**config.mk**
```make
export PLATFORM = sky130hd
export DESIGN_NAME = camera_ctrl_sequencer
export DESIGN_NICKNAME = d
export VERILOG_FILES = /design/src/rtl/camera_ctrl_sequencer.sv
export SDC_FILE = /design/constraint.sdc
export NUM_CORES = 1
export LEC_CHECK = 0
export ABC_AREA = 1
export CAP_MARGIN = 20
export CORE_UTILIZATION = 56
export DETAILED_ROUTE_END_ITERATION = 6
export PLACE_DENSITY_LB_ADDON = 0.2
export RECOVER_POWER = 25
export SKIP_LAST_GASP = 1
export SYNTH_ARGS = -nofsm -noshare
export SYNTH_HDL_FRONTEND = slang
export SYNTH_SLANG_ARGS = --single-unit
```
**constraint.sdc**
```tcl
create_clock -name clk -period 2.3 [get_ports clk]
set_input_delay 0.23 -clock clk [delete_from_list [all_inputs] [get_ports clk]]
set_output_delay 0.23 -clock clk [all_outputs]
set_load 0.05 [all_outputs]
```
**src/rtl/camera_ctrl_sequencer.sv**
```systemverilog
// camera_ctrl_sequencer
//   Walks a table of 16-bit words held in a command RAM and turns it into
//   camera register writes. Each word is either a terminator (0xFFFF), a
//   delay (0xFEnn, nn*DELAY_UNIT clk cycles) or a register write
//   (reg=[15:8], data=[7:0]). When the table ends, or the last table word
//   has been consumed, a status word is written back to RAM word STATUS_ADDR:
//   {1'b1, overflow, 8'b0, count}.
//
// Ports
//   clk, reset        single clock, synchronous active-high reset
//   start             one-cycle request to run the table (honoured in IDLE only)
//   mem_*             RAM port 2: 1-cycle read latency, write used only for status
//   cmd_valid/ready   register-write handshake to the serializer
//   cmd_reg/cmd_data  register address/value, stable while cmd_valid=1
//   busy, done        run in progress / one-cycle completion pulse
//   count             commands issued in the current or last run

module camera_ctrl_sequencer #(
  parameter int ADDR_W      = 6,
  parameter int STATUS_ADDR = 63,
  parameter int DELAY_UNIT  = 1024
) (
  input  logic              clk,
  input  logic              reset,
  input  logic              start,
  output logic [ADDR_W-1:0] mem_address,
  output logic              mem_chipselect,
  output logic              mem_write,
  output logic [15:0]       mem_writedata,
  output logic [1:0]        mem_byteenable,
  output logic              mem_clken,
  input  logic [15:0]       mem_readdata,
  output logic              cmd_valid,
  input  logic              cmd_ready,
  output logic [7:0]        cmd_reg,
  output logic [7:0]        cmd_data,
  output logic              busy,
  output logic              done,
  output logic [5:0]        count
);

  // Wide enough for the longest delay, 255*DELAY_UNIT-1.
  localparam int CNT_W = $clog2(255 * DELAY_UNIT + 1);

  localparam logic [ADDR_W-1:0] STATUS_A = ADDR_W'(STATUS_ADDR);
  localparam logic [ADDR_W-1:0] LAST_PTR = ADDR_W'(STATUS_ADDR - 1);
  localparam logic [CNT_W-1:0]  UNIT_C   = CNT_W'(DELAY_UNIT);

  typedef enum logic [2:0] {
    ST_IDLE,
    ST_FETCH,
    ST_CAPTURE,
    ST_ISSUE,
    ST_DELAY,
    ST_STATUS_WR,
    ST_DONE
  } state_e;

  state_e             state_q, state_d;
  logic [ADDR_W-1:0]  ptr_q, ptr_d;
  logic [5:0]         count_q, count_d;
  logic               overflow_q, overflow_d;
  logic [15:0]        entry_q, entry_d;
  logic [CNT_W-1:0]   dcnt_q, dcnt_d;
  logic               advance;

  // NOTE: sequential state uses non-blocking assignments so every register
  // samples the pre-edge value of every other register.
  always_ff @(posedge clk) begin
    if (reset) begin
      state_q    <= ST_IDLE;
      ptr_q      <= '0;
      count_q    <= '0;
      overflow_q <= 1'b0;
      entry_q    <= '0;
      dcnt_q     <= '0;
    end else begin
      state_q    <= state_d;
      ptr_q      <= ptr_d;
      count_q    <= count_d;
      overflow_q <= overflow_d;
      entry_q    <= entry_d;
      dcnt_q     <= dcnt_d;
    end
  end

  always_comb begin
    // NOTE: every signal written here gets a default first, so no path
    // through the case statement can leave one unassigned and infer a latch.
    state_d        = state_q;
    ptr_d          = ptr_q;
    count_d        = count_q;
    overflow_d     = overflow_q;
    entry_d        = entry_q;
    dcnt_d         = dcnt_q;
    advance        = 1'b0;
    mem_address    = '0;
    mem_chipselect = 1'b0;
    mem_write      = 1'b0;
    mem_writedata  = '0;
    mem_byteenable = 2'b00;
    cmd_valid      = 1'b0;
    cmd_reg        = '0;
    cmd_data       = '0;
    done           = 1'b0;

    unique case (state_q)
      ST_IDLE: begin
        if (start) begin
          ptr_d      = '0;
          count_d    = '0;
          overflow_d = 1'b0;
          state_d    = ST_FETCH;
        end
      end

      ST_FETCH: begin
        mem_address    = ptr_q;
        mem_chipselect = 1'b1;
        mem_byteenable = 2'b11;
        state_d        = ST_CAPTURE;
      end

      // Read data for the FETCH address is valid in this cycle; decode it
      // directly so a zero-length delay costs no extra cycle.
      ST_CAPTURE: begin
        entry_d = mem_readdata;
        if (mem_readdata == 16'hFFFF) begin
          state_d = ST_STATUS_WR;
        end else if (mem_readdata[15:8] == 8'hFE) begin
          if (mem_readdata[7:0] == 8'h00) begin
            advance = 1'b1;
          end else begin
            // Counter runs down to 0 inclusive: nn*DELAY_UNIT cycles total.
            dcnt_d  = CNT_W'(mem_readdata[7:0]) * UNIT_C - CNT_W'(1);
            state_d = ST_DELAY;
          end
        end else begin
          state_d = ST_ISSUE;
        end
      end

      ST_ISSUE: begin
        cmd_valid = 1'b1;
        cmd_reg   = entry_q[15:8];
        cmd_data  = entry_q[7:0];
        if (cmd_ready) begin
          count_d = count_q + 6'd1;
          advance = 1'b1;
        end
      end

      ST_DELAY: begin
        if (dcnt_q == '0) begin
          advance = 1'b1;
        end else begin
          dcnt_d = dcnt_q - CNT_W'(1);
        end
      end

      ST_STATUS_WR: begin
        mem_address    = STATUS_A;
        mem_chipselect = 1'b1;
        mem_write      = 1'b1;
        mem_byteenable = 2'b11;
        mem_writedata  = {1'b1, overflow_q, 8'b0, count_q};
        state_d        = ST_DONE;
      end

      ST_DONE: begin
        done    = 1'b1;
        state_d = ST_IDLE;
      end

      default: state_d = ST_IDLE;
    endcase

    // Moving past a consumed entry; the last table word ends the run with
    // the overflow flag set so the status slot itself is never fetched.
    if (advance) begin
      if (ptr_q == LAST_PTR) begin
        overflow_d = 1'b1;
        state_d    = ST_STATUS_WR;
      end else begin
        ptr_d   = ptr_q + ADDR_W'(1);
        state_d = ST_FETCH;
      end
    end
  end

  assign busy      = (state_q != ST_IDLE);
  assign count     = count_q;
  assign mem_clken = 1'b1;

endmodule

```
## Word level (Yosys, flattened, before mapping)

Cells that the tools add are included.

- Bits in registers: 50
- Output and inout port bits: 52
- Logic and storage cells: 77

- Equal/unequal tests: 18
- Mux-type cells: 38
- Reductions and logical operators: 11
- Add/subtract/negate cells: 4

Operators by type and width:

| kind | number |
|---|---|
| $mux W18 | 4 |
| $mux W6 | 6 |
| $pmux W18 S2 | 1 |
| $sub A18 B1 Y18 const B | 2 |
| $pmux W6 S2 | 2 |
| $logic_not A18 Y1 | 1 |
| $mux W3 | 6 |
| $eq A16 B16 Y1 const B | 1 |
| $mux W16 | 1 |
| $mux W8 | 2 |
| $pmux W3 S5 | 1 |
| $mux W1 | 13 |
| $add A6 B1 Y6 const B | 2 |
| $ne A2 B2 Y1 const B | 6 |
| $eq A3 B3 Y1 const B | 3 |
| $eq A8 B8 Y1 const B | 1 |
| $logic_not A8 Y1 | 1 |
| $eq A3 B2 Y1 const B | 2 |
| $eq A6 B6 Y1 const B | 1 |
| $reduce_and A3 Y1 | 2 |
| $ne A5 B5 Y1 const B | 1 |
| $reduce_and A5 Y1 | 1 |
| $reduce_bool A2 Y1 | 2 |
| $reduce_or A2 Y1 | 2 |
| other kinds (7) | 7 |

## Logic depth before layout (Yosys ltp)

- Depth after elaboration: 7
- Depth in mapped cells: 13

## Worst setup path after synthesis

Ideal clock, no wire load.

- Path type: flip-flop to output port
- Start point: reg state_q[0]
- End point: out mem_writedata[0]
- Slack: -0.350 ns
- Stages on the path, launching flop included: 7
- Arrival: 2.420 ns
- Cells stage by stage: dfxtp_1 -> inv_1 -> nor2_2 -> inv_2 -> nor2_4 -> inv_2 -> nor2_1

- Longest elaborated chain between the ends: 2

Ends and longest elaborated chain:

| element | line | source |
|---|---|---|
| start: declaration | 59 | `state_e state_q, state_d;` |
| start signal: assignment | 78 | `state_q <= state_d;` |
| $eq A3 B3 Y1 | 107 | `unique case (state_q)` |
| $mux W16 | 107 |  |
| end: declaration | 29 | `output logic [15:0] mem_writedata,` |

No other way between the ends.

## Final worst setup path

- Start point: reg state_q[0]
- End point: out mem_writedata[5]

The elaborated chain is that of the path after synthesis.

==> qor.yml <==
status: "complete, no violations"
ctsResizeCount: 0
hpwl_mm: 6.31
coreArea_sq_um: 5920
cts_setup_buffers: 0
firstDrtPassIters: 5
cts_num_sinks: 50
hold_path_class: "reg2reg"
p_sw_mw: 0.826
slew_headroom_pct: 64.3
antenna-diode-count: 0
seq_area_frac_synth_pct: 29.0
worst_pin_slew_ps: 534
start_util_pct: 58.4
die_area_sq_um: 6490
yosysMostFrequentCell: "nand2_1"
synthMuxAreaShare_pct: 0
grt_max_degree: 24
synth_top_area_cell: "dfxtp_1"
cp_data_required_time_ps: 2070
finalCritPeriodShare_pct: 90.5
overflow: 0
swShare_pct: 38.1
end_kind: "primary output"
synth_commonest_cells: "nand2_1 (128), nor2_1 (74), inv_1 (72), dfxtp_1 (50), nand3_1 (43)"
final-setup-viol-count: 0
synth_edf_count: 0
leakagePower_nw: 1.95
io_pins: 72
intPower_mw: 1.34
synth_ff_type: "dfxtp_1"
hold_buffers: 0
clock_path_buffers: 2
clk_latency_ps: 310
synth_top_area_share_pct: 29.0
ir_worst_vdd_v: 0.000358
antenna_found_initial: 0
rsz0062_at_grt: "false"
dieHeight_um: 80.6
clockRootBuffer: "clkbuf_8"
synth.area.top_cells: "dfxtp_1 (29%), nand2_1 (14%), nor2_1 (8.0%)"
nNetsFinal: 628
seq_power_share_pct: 45.9
grt_pass1_vias: 3250
post-route-min-period_ps: 2080
synthArstFlopShare_pct: 0
cts.htree.levels: 2
numPortBuffers: 62
synth-seq-cells: 50
powerDensity_nw_per_um2: 518
die_w_um: 80.6
rows: 28
mappedNetlistArea_sq_um: 3460
ant_nets: 0
tns_ps: 0
crit_fanout: 10
skew_ps: 4.73
drc: 0
final_hold_viol_count: 0
cts_tree: "built"
timing.fmax_mhz: 481
synth-compound-area-share_pct: 12.9
dpl_worst_slack_ps: 177
syn_inst: 543
drt_iter0_markers: 164
synth_top_family_by_area: "simple AND/OR/NAND/NOR gates"
synthAdderAreaFrac_pct: 2.90
combPwrFrac_pct: 30.2
syn_to_final_growth_pct: 21.1
place.gp.congestion: 0.873
worstPathArrival_ps: 1850
critPathKind: "reg2out"
wirelength_mm: 8.43
ys_warn_count: 0
setup_ws_ps: 219
p_clk_share_pct: 23.9
drive_gt1_share_pct: 16.3
vias_per_cell: 5.27
wl_per_cell_um: 12.5
avgSynthCellArea_sq_um: 6.36
ys_types: 39
slew_violations: 0
num_vias: 3554
cts_inserted_buffers: 5
critPathLaunchType: "flop"
grt_pass1_wl_mm: 14.1
grt_usage_pct: 27.3
drv_cap: 0
total_power_mw: 2.17
clk_pin_slew_ps: 100
yosys.area_share.simple_pct: 39.1
synth_xor_area_share_pct: 2.03
-- metrics by stage --
step	hold WS [ps]	instance area [sq um]	cells	utilization, %
after floorplan	379	3500	550	-
after global placement	440	4120	668	69.6
after detailed placement	446	4120	668	69.6
after CTS	461	4200	675	71.0
after global routing	481	4190	675	70.7
final	460	4190	675	70.7
-- worst max-delay path, stage by stage (launching register included) --
cell and delay [ps]:
dfxtp_1 550, inv_1 150, nor2_4 170, inv_2 110, nor2_4 120, inv_2 130
nor2_2 160, buf_12 150
-- power by group through the flow --
stage               Combinational [mW]  Clock, mW  Sequential, mW
global placement                 0.661          0            1.01
CTS                              0.677      0.525           0.995
global route                     0.714      0.556            1.01
floorplan                        0.523          0            1.01
finish                           0.654      0.518           0.995
detailed placement               0.673          0            1.02
-- registers in the layout, indices dropped and copies added, names as in the netlist --
signal      count
dcnt_q         18
entry_q        16
count           6
ptr_q           6
state_q         3
overflow_q      1
-- cell usage in the layout, fill, tap and decap left out, types with 3 or more instances in the layout --
cell type and instances:
inv_1 72, nor2_2 12, xor2_1 7, o21ai_0 27, nand2_4 4, nor2_1 68
inv_2 5, nor2_4 5, nand2_2 5, buf_12 9, nor3_1 6, a21oi_1 39
a21oi_2 11, buf_4 30, conb_1 9, nand2_1 130, dlymetal6s2s_1 4, nand3_1 43
nand3b_1 3, clkbuf_8 5, dlygate4sd3_1 5, nand4_1 7, clkdlybuf4s50_1 20, ha_1 8
dfxtp_1 50
-- final timing paths --
| path | startpoint | end | cells after the start | slack, ps |
|---|---|---|---|---|
| setup reg to reg | state_q[1] | dcnt_q[0] | 8 | 320 |
| setup / recovery | state_q[0] | mem_writedata[5] | 7 | 220 |
| hold reg to reg | entry_q[11] | entry_q[11] | 2 | 460 |
| hold / removal | entry_q[11] | entry_q[11] | 2 | 460 |
-- cells by family (layout without fill, tap and decap cells) --
kind of cell,Yosys count,count (layout)
compound gates,79,79
fa+ha+maj,8,8
buf+inv,105,155
simple gates,291,291
flops,50,50
xor+xnor,8,8
other cells,2,9
-- routing by layer --
| metal | wire length [um] | track usage [%] | vias to the layer above |
|---|---|---|---|
| met1 | 3610 | 31.7 | 1625 |
| met3 | 451 | 3.75 | 20 |
| li1 | - | - | 1796 |
| met4 | 184 | 8.75 | 0 |
| met2 | 4190 | 50.8 | 113 |
| met5 | 0 | 0 | - |
-- final cells by class --
class	instances	area (sq um)
inverter	80	304
tap	75	93.8
timing repair buffer	68	706
clock inverter	2	15.0
fill	545	1740
sequential	50	1000
clock buffer	5	68.8
multi-input combinational	395	2000
Power figures use the tool's default switching activity.
